--- src/rtl/log_input_packer_if.sv ---
// Request and masked-row-write handshake bundle for log_input_packer.
// The slave modport is the packer's view; master is the surrounding logic.
interface log_input_packer_if;
    logic        in_valid;
    logic        in_ready;
    logic [14:0] in_addr;
    logic [31:0] in_data;
    logic        mem_valid;
    logic        mem_ready;
    logic [9:0]  mem_addr;
    logic [31:0] mem_din;
    logic [31:0] mem_wmask;

    modport slave (
        input  in_valid, in_addr, in_data, mem_ready,
        output in_ready, mem_valid, mem_addr, mem_din, mem_wmask
    );

    modport master (
        output in_valid, in_addr, in_data, mem_ready,
        input  in_ready, mem_valid, mem_addr, mem_din, mem_wmask
    );
endinterface

--- src/rtl/log_input_packer.sv ---
// Packs narrow logical writes into masked 32-bit physical row writes,
// coalescing same-row writes in a one-entry buffer ahead of an output register.
module log_input_packer #(
    parameter int unsigned IDLE_FLUSH = 8
) (
    input  logic              clk,
    input  logic              rst_n,
    input  logic [2:0]        conf,
    input  logic              flush,
    output logic              busy,
    log_input_packer_if.slave bus
);
    localparam int unsigned   CW       = (IDLE_FLUSH > 0) ? $clog2(IDLE_FLUSH + 1) : 1;
    localparam logic [CW-1:0] IDLE_MAX = CW'(IDLE_FLUSH);

    logic [2:0]    code;
    logic [31:0]   lane_mask;
    logic [4:0]    lane_idx;
    logic [4:0]    lane_shift;
    logic [9:0]    row;
    logic [31:0]   m;
    logic [31:0]   s;

    logic          c_vld;
    logic [9:0]    c_row;
    logic [31:0]   c_data;
    logic [31:0]   c_mask;
    logic          o_vld;
    logic [9:0]    o_row;
    logic [31:0]   o_data;
    logic [31:0]   o_mask;
    logic [CW-1:0] idle_cnt;

    logic accept, hit, c_full, o_avail, idle_trig;

    // Lane offset is lane*W, and W = 32>>code, so it is lane shifted by 5-code.
    always_comb begin
        code = (conf > 3'd5) ? 3'd0 : conf;
        case (code)
            3'd1:    lane_mask = 32'h0000_FFFF;
            3'd2:    lane_mask = 32'h0000_00FF;
            3'd3:    lane_mask = 32'h0000_000F;
            3'd4:    lane_mask = 32'h0000_0003;
            3'd5:    lane_mask = 32'h0000_0001;
            default: lane_mask = 32'hFFFF_FFFF;
        endcase
        lane_idx   = 5'(bus.in_addr & ((15'd1 << code) - 15'd1));
        lane_shift = lane_idx << (3'd5 - code);
        row        = 10'(bus.in_addr >> code);
        m          = lane_mask << lane_shift;
        s          = (bus.in_data & lane_mask) << lane_shift;
    end

    assign bus.in_ready  = !o_vld && !flush;
    assign accept        = bus.in_valid && bus.in_ready;
    assign hit           = c_vld && (row == c_row);
    assign c_full        = (c_mask == 32'hFFFF_FFFF);
    assign o_avail       = !o_vld || bus.mem_ready;
    assign idle_trig     = (IDLE_FLUSH != 0) && (idle_cnt == IDLE_MAX);

    assign bus.mem_valid = o_vld;
    assign bus.mem_addr  = o_row;
    assign bus.mem_din   = o_data;
    assign bus.mem_wmask = o_mask;
    assign busy          = c_vld || o_vld;

    always_ff @(posedge clk or negedge rst_n) begin
        if (!rst_n) begin
            c_vld    <= 1'b0;
            c_row    <= '0;
            c_data   <= '0;
            c_mask   <= '0;
            o_vld    <= 1'b0;
            o_row    <= '0;
            o_data   <= '0;
            o_mask   <= '0;
            idle_cnt <= '0;
        end else begin
            if (accept || !c_vld)
                idle_cnt <= '0;
            else if (idle_cnt != IDLE_MAX)
                idle_cnt <= idle_cnt + 1'b1;

            // A completed handshake empties O unless a drain below refills it.
            if (o_vld && bus.mem_ready)
                o_vld <= 1'b0;

            if (accept) begin
                if (hit) begin
                    c_data <= (c_data & ~m) | s;
                    c_mask <= c_mask | m;
                end else begin
                    if (c_vld) begin
                        o_vld  <= 1'b1;
                        o_row  <= c_row;
                        o_data <= c_data;
                        o_mask <= c_mask;
                    end
                    c_vld  <= 1'b1;
                    c_row  <= row;
                    c_data <= s;
                    c_mask <= m;
                end
            end else if (c_vld && o_avail && (c_full || flush || idle_trig)) begin
                o_vld  <= 1'b1;
                o_row  <= c_row;
                o_data <= c_data;
                o_mask <= c_mask;
                c_vld  <= 1'b0;
            end
        end
    end
endmodule

--- src/flat_wrapper.sv ---
// flat-port wrapper written by rule: the top's interface ports become plain ports
module log_input_packer_flat 
#(
    parameter int unsigned IDLE_FLUSH = 8
)
  (clk, rst_n, conf, flush, busy, bus_in_valid, bus_in_addr, bus_in_data, bus_mem_ready, bus_in_ready, bus_mem_valid, bus_mem_addr, bus_mem_din, bus_mem_wmask);
  log_input_packer_if bus_i ();
  input  logic clk;
  input  logic rst_n;
  input  logic [2:0] conf;
  input  logic flush;
  output logic busy;
  input wire logic [$bits(bus_i.in_valid)-1:0] bus_in_valid;
  input wire logic [$bits(bus_i.in_addr)-1:0] bus_in_addr;
  input wire logic [$bits(bus_i.in_data)-1:0] bus_in_data;
  input wire logic [$bits(bus_i.mem_ready)-1:0] bus_mem_ready;
  output wire logic [$bits(bus_i.in_ready)-1:0] bus_in_ready;
  output wire logic [$bits(bus_i.mem_valid)-1:0] bus_mem_valid;
  output wire logic [$bits(bus_i.mem_addr)-1:0] bus_mem_addr;
  output wire logic [$bits(bus_i.mem_din)-1:0] bus_mem_din;
  output wire logic [$bits(bus_i.mem_wmask)-1:0] bus_mem_wmask;
  assign bus_i.in_valid = bus_in_valid;
  assign bus_i.in_addr = bus_in_addr;
  assign bus_i.in_data = bus_in_data;
  assign bus_i.mem_ready = bus_mem_ready;
  assign bus_in_ready = bus_i.in_ready;
  assign bus_mem_valid = bus_i.mem_valid;
  assign bus_mem_addr = bus_i.mem_addr;
  assign bus_mem_din = bus_i.mem_din;
  assign bus_mem_wmask = bus_i.mem_wmask;
  log_input_packer #(.IDLE_FLUSH(IDLE_FLUSH)) u_core (.clk(clk), .rst_n(rst_n), .conf(conf), .flush(flush), .busy(busy), .bus(bus_i));
endmodule
--- config.mk ---
export PLATFORM = sky130hd
export DESIGN_NAME = log_input_packer_flat
export DESIGN_NICKNAME = d
export VERILOG_FILES = /design/src/rtl/log_input_packer_if.sv /design/src/rtl/log_input_packer.sv /design/src/flat_wrapper.sv
export SDC_FILE = /design/constraint.sdc
export NUM_CORES = 1
export LEC_CHECK = 0
export CAP_MARGIN = 20
export CORE_UTILIZATION = 40
export DETAILED_ROUTE_END_ITERATION = 6
export PLACE_DENSITY_LB_ADDON = 0.05
export SYNTH_ARGS = -nofsm -noshare
export SYNTH_HDL_FRONTEND = slang
export SYNTH_SLANG_ARGS = --single-unit
--- constraint.sdc ---
create_clock -name clk -period 3.35 [get_ports clk]
set_clock_uncertainty 0.2 [all_clocks]
set_input_delay 0.335 -clock clk [delete_from_list [all_inputs] [get_ports clk]]
set_output_delay 0.335 -clock clk [all_outputs]
set_load 0.05 [all_outputs]
==> qor_table.md <==
| Metric | Value | Unit |
| --- | --- | --- |
| Routed wirelength normalized by instance count | 19.82 | um |
| Synthesized instance count | 916 | - |
| Port buffer count | 131 | - |
| Relative slew slack | 54.10 | % |
| Final Max Tran Viols | 0 | - |
| Count of routing violations after the opening detailed-route iteration | 526 | - |
| Count of max-cap constraint violations | 0 | - |
| Number of hold violations in the final report | 0 | - |
| HPWL after detailed placement | 24.28 | mm |
| Standby leakage power | 0.005884 | uW |
| Clock period minus final worst setup slack | 3.225 | ns |
| Portion of total power attributed to combinational logic | 49.5 | % |
| Crit path capture type | register | - |
| Growth of design area from synthesis to finish | 41.48 | % |
| Critical register-to-register path endpoint | u_core.bus.mem_din[31] | - |
| Average cell area after synthesis | 10.31 | um^2 |
| Final Cycle Share | 96.26 | % |
| Antenna cells | 0 | - |
| Post-layout total power | 10460 | uW |
| First-pass GRT wire length | 48.91 | mm |
| Predominant post-synthesis flop cell | sky130_fd_sc_hd__dfrtp_1 | - |
| Synth unique cells | 76 | - |
| Clock power frac | 18.5 | % |
| Num rows | 55 | - |
| Sequential cell fraction of total power | 32.0 | % |
| Final total negative setup slack | 0 | ns |
| Share of final-layout standard cells stronger than drive strength 1 | 31.24 | % |
| Length in cells of the worst reg-to-reg path | 9 | - |
| Transition time at the pin with the least slew margin | 0.6885 | ns |
| Clock Root Buffer | sky130_fd_sc_hd__clkbuf_16 | - |
| Final core utilization | 58.29 | % |
| Hold Crit Class | reg -> reg | - |
| Hold Worst Slack | 0.2820 | ns |
| Fraction of registers with async set or reset after synthesis | 100.0 | % |
| Placeable core area | 0.02292 | mm^2 |
| Routed vias/inst | 5.494 | - |
| Maximum net fanout on the critical path | 14 | - |
| Initial Util | 41.20 | % |
| Number of clock buffers inserted by TritonCTS | 17 | - |
| Weighted congestion at the end of routability-driven global placement | 0.9437 | - |
| Setup repair after global routing missed its margin | false | - |
| Register-to-register path setup slack | 0.64 | ns |
| Detailed-route DRC error count | 0 | - |
| Maximum count of clock buffers along a single path | 2 | - |
| Seq/Total Area, Yosys | 40.82 | % |
| Total congestion overflow after global routing | 0 | - |
| Die X-Extent | 155.6 | um |
| Pwr/cell area | 782.7 | mW/mm^2 |
| Count of synthesis-stage warnings from yosys | 0 | - |
| Cell internal power dissipation | 6141 | uW |
| Result of the run | complete, no violations | - |
| Critical path data arrival time | 3.30 | ns |
| Net count reported at finish | 1291 | - |
| Number of flip-flops and latches in the synthesized netlist | 154 | - |
| Number of I/O pins | 132 | - |
| GR Util All Layers | 26.41 | % |
| Switching power total | 4315 | uW |
| Required time of the critical path | 3.43 | ns |
| First element of the critical path | conf[2] | - |
| Clock latency on the worst-skew pair | 0.43 | ns |
| Critical Path End | u_core.c_data[28] | - |
| TritonCTS clock tree | yes | - |
| Type of origin of the critical path | input pin | - |
| IR drop worst, VDD | 0.5073 | mV |
| Vias after detailed routing | 8560 | - |
| Clock net sink count | 154 | - |
| Critical path start-end classification | in -> reg | - |
| Die ar. | 0.02422 | mm^2 |
| Deepest level of the CTS H-tree | 4 | - |
| Pin count of the biggest net entering global routing | 76 | - |
| Number of enable flip-flop cells after synthesis | 0 | - |
| Die height | 155.6 | um |
| Antenna Nets Post-Route | 0 | - |
| Total instance count after detailed placement | 1520 | - |
| Summed instance area of the synthesized netlist | 0.009442 | mm^2 |
| Highest Clock Rate | 310.1 | MHz |
| Clock-pin slew on the worst setup and hold paths | 0.06 | ns |
| Vias in the first global route | 8512 | - |
| Routed wire length | 30.89 | mm |
| Setup-failing EPs final | 0 | - |
| Initial DRT Pass Iterations | 7 | - |
| R2r startpoint | u_core.c_mask[11] | - |
| Antenna violations before repair | 0 | - |
| Switching share of total power | 41.27 | % |
| Post-Synthesis Net Count | 975 | - |
| Count of non-filler cells in the finished layout | 1558 | - |
flip-flops by register name, indices dropped and copies added, names as in the netlist:
name,cells
u_core.c_mask,32
u_core.bus.mem_addr,10
u_core.bus.mem_wmask,32
u_core.c_vld,1
u_core.bus.mem_din,32
u_core.c_data,32
u_core.idle_cnt,4
u_core.c_row,10
u_core.bus.mem_valid,1
cell usage after synthesis, drive strengths merged, types with 4 or more instances:
library cell | number | area [um^2]
xnor2 | 6 | 52.55
mux2i | 52 | 520.5
buf | 43 | 275.3
a21o | 12 | 90.09
o221ai | 6 | 52.55
a21oi | 41 | 220.2
o31ai | 15 | 137.6
ha | 4 | 50.05
nor2 | 45 | 168.9
nand4 | 12 | 75.07
and2 | 7 | 43.79
o2bb2ai | 12 | 105.1
o311ai | 6 | 52.55
a22oi | 7 | 52.55
a32o | 4 | 40.04
nand2 | 70 | 270.3
o22ai | 9 | 56.30
nor4 | 7 | 43.79
inv | 33 | 123.9
nand2b | 4 | 25.02
a32oi | 9 | 78.83
a221oi | 5 | 50.04
o211ai | 20 | 150.1
dfrtp | 154 | 3854
clkbuf | 28 | 105.1
mux4 | 11 | 247.7
a31oi | 10 | 77.57
a211oi | 12 | 90.09
nor3 | 23 | 115.1
a2111oi | 4 | 35.03
nor2b | 9 | 56.30
nand3 | 36 | 180.2
o21ai | 49 | 245.2
a22o | 11 | 96.34
o2111ai | 6 | 52.55
mux2 | 92 | 1190
timing repair:
action,CTS,global route
endpoints found under the hold margin,73,0
endpoints found under the setup margin,23,110
gates resized for setup,7,23
pin swaps,3,3
cloned,0,0
hold buffers,1,0
buffers inserted,2,3
power by group through the flow:
stage / clock network (uW) / registers, uW / logic (uW)
4_1_cts: 1980 / 3350 / 5180
6_report: 1940 / 3340 / 5170
2_1_floorplan: 0 / 4550 / 2070
3_3_place_gp: 0 / 3370 / 5100
3_5_place_dp: 0 / 3380 / 5140
5_1_grt: 2060 / 3460 / 5500
layout make-up:
type                            count  area (um^2)
Clock buffer                       18        439.2
Clock inverter                     14        161.4
Fill cell                        2032         9558
Inverter                           33        123.9
Multi-Input combinational cell    658         5174
Sequential cell                   154         3854
Tap cell                          313        391.6
Timing Repair Buffer              368         3214
cells in the final DEF, fill, tap and decap left out, types with 23 or more instances in the layout:
cell / instances
sky130_fd_sc_hd__o21ai_0: 36
sky130_fd_sc_hd__mux2_4: 41
sky130_fd_sc_hd__nand3_1: 36
sky130_fd_sc_hd__dfrtp_1: 154
sky130_fd_sc_hd__buf_4: 224
sky130_fd_sc_hd__mux2_2: 36
sky130_fd_sc_hd__nor3_1: 23
sky130_fd_sc_hd__a21oi_1: 38
sky130_fd_sc_hd__inv_1: 33
sky130_fd_sc_hd__mux2i_1: 47
sky130_fd_sc_hd__nor2_1: 45
sky130_fd_sc_hd__clkdlybuf4s50_1: 127
sky130_fd_sc_hd__nand2_1: 68
through the flow:
stage / cell area [um^2] / setup WS, ns
after floorplan: 9468 / 0.01865
after global placement: 12610 / -0.6484
after detailed placement: 12610 / -0.6810
after CTS: 13270 / 0.02807
after global routing: 13360 / 0.005263
final: 13360 / 0.1254
worst min path at each step:
stage | from | end | slack, ns | cells past startpoint
after CTS | u_core.bus.mem_wmask[20] | u_core.bus.mem_wmask[20] | 0.29 | 1
after floorplan | rst_n | u_core.bus.mem_addr[0] | -0.16 | 0
after global placement | rst_n | u_core.bus.mem_wmask[30] | 0.21 | 1
after global routing | u_core.bus.mem_wmask[22] | u_core.bus.mem_wmask[22] | 0.30 | 1
final | u_core.bus.mem_wmask[20] | u_core.bus.mem_wmask[20] | 0.28 | 1
after detailed placement | rst_n | u_core.bus.mem_wmask[28] | 0.21 | 1
worst max-delay path, cell delays in order:
cell and delay [ns]:
sky130_fd_sc_hd__dlygate4sd2_1 0.31, sky130_fd_sc_hd__nor2b_2 0.15, sky130_fd_sc_hd__inv_1 0.06, sky130_fd_sc_hd__ha_1 0.32, sky130_fd_sc_hd__nor4bb_4 0.28, sky130_fd_sc_hd__buf_6 0.17, sky130_fd_sc_hd__buf_12 0.12, sky130_fd_sc_hd__buf_12 0.15
sky130_fd_sc_hd__buf_4 0.14, sky130_fd_sc_hd__mux4_2 0.49, sky130_fd_sc_hd__nor2_1 0.17, sky130_fd_sc_hd__a2111oi_0 0.10, sky130_fd_sc_hd__a211oi_1 0.33, sky130_fd_sc_hd__o311ai_1 0.16
per-layer routing:
| metal | track usage, % | part of all wire (%) | up-vias |
|---|---|---|---|
| li1 | - | - | 4104 |
| met4 | 6.489 | 1.6 | 0 |
| met2 | 40.64 | 46 | 264 |
| met3 | 3.694 | 4.3 | 34 |
| met5 | 0 | 0 | - |
| met1 | 38.96 | 49 | 4158 |
kinds of logic after synthesis:
kind of cell | share of synthesized area, %
adders and majority gates | 0.5301
DFF | 40.82
muxes | 20.74
buffers and inverters | 5.341
and+or+nand+nor | 12.48
xor gates and xnor gates | 0.6494
AOI/OAI and AO/OA | 19.44
No activity file was read; power rests on OpenSTA's default activity.
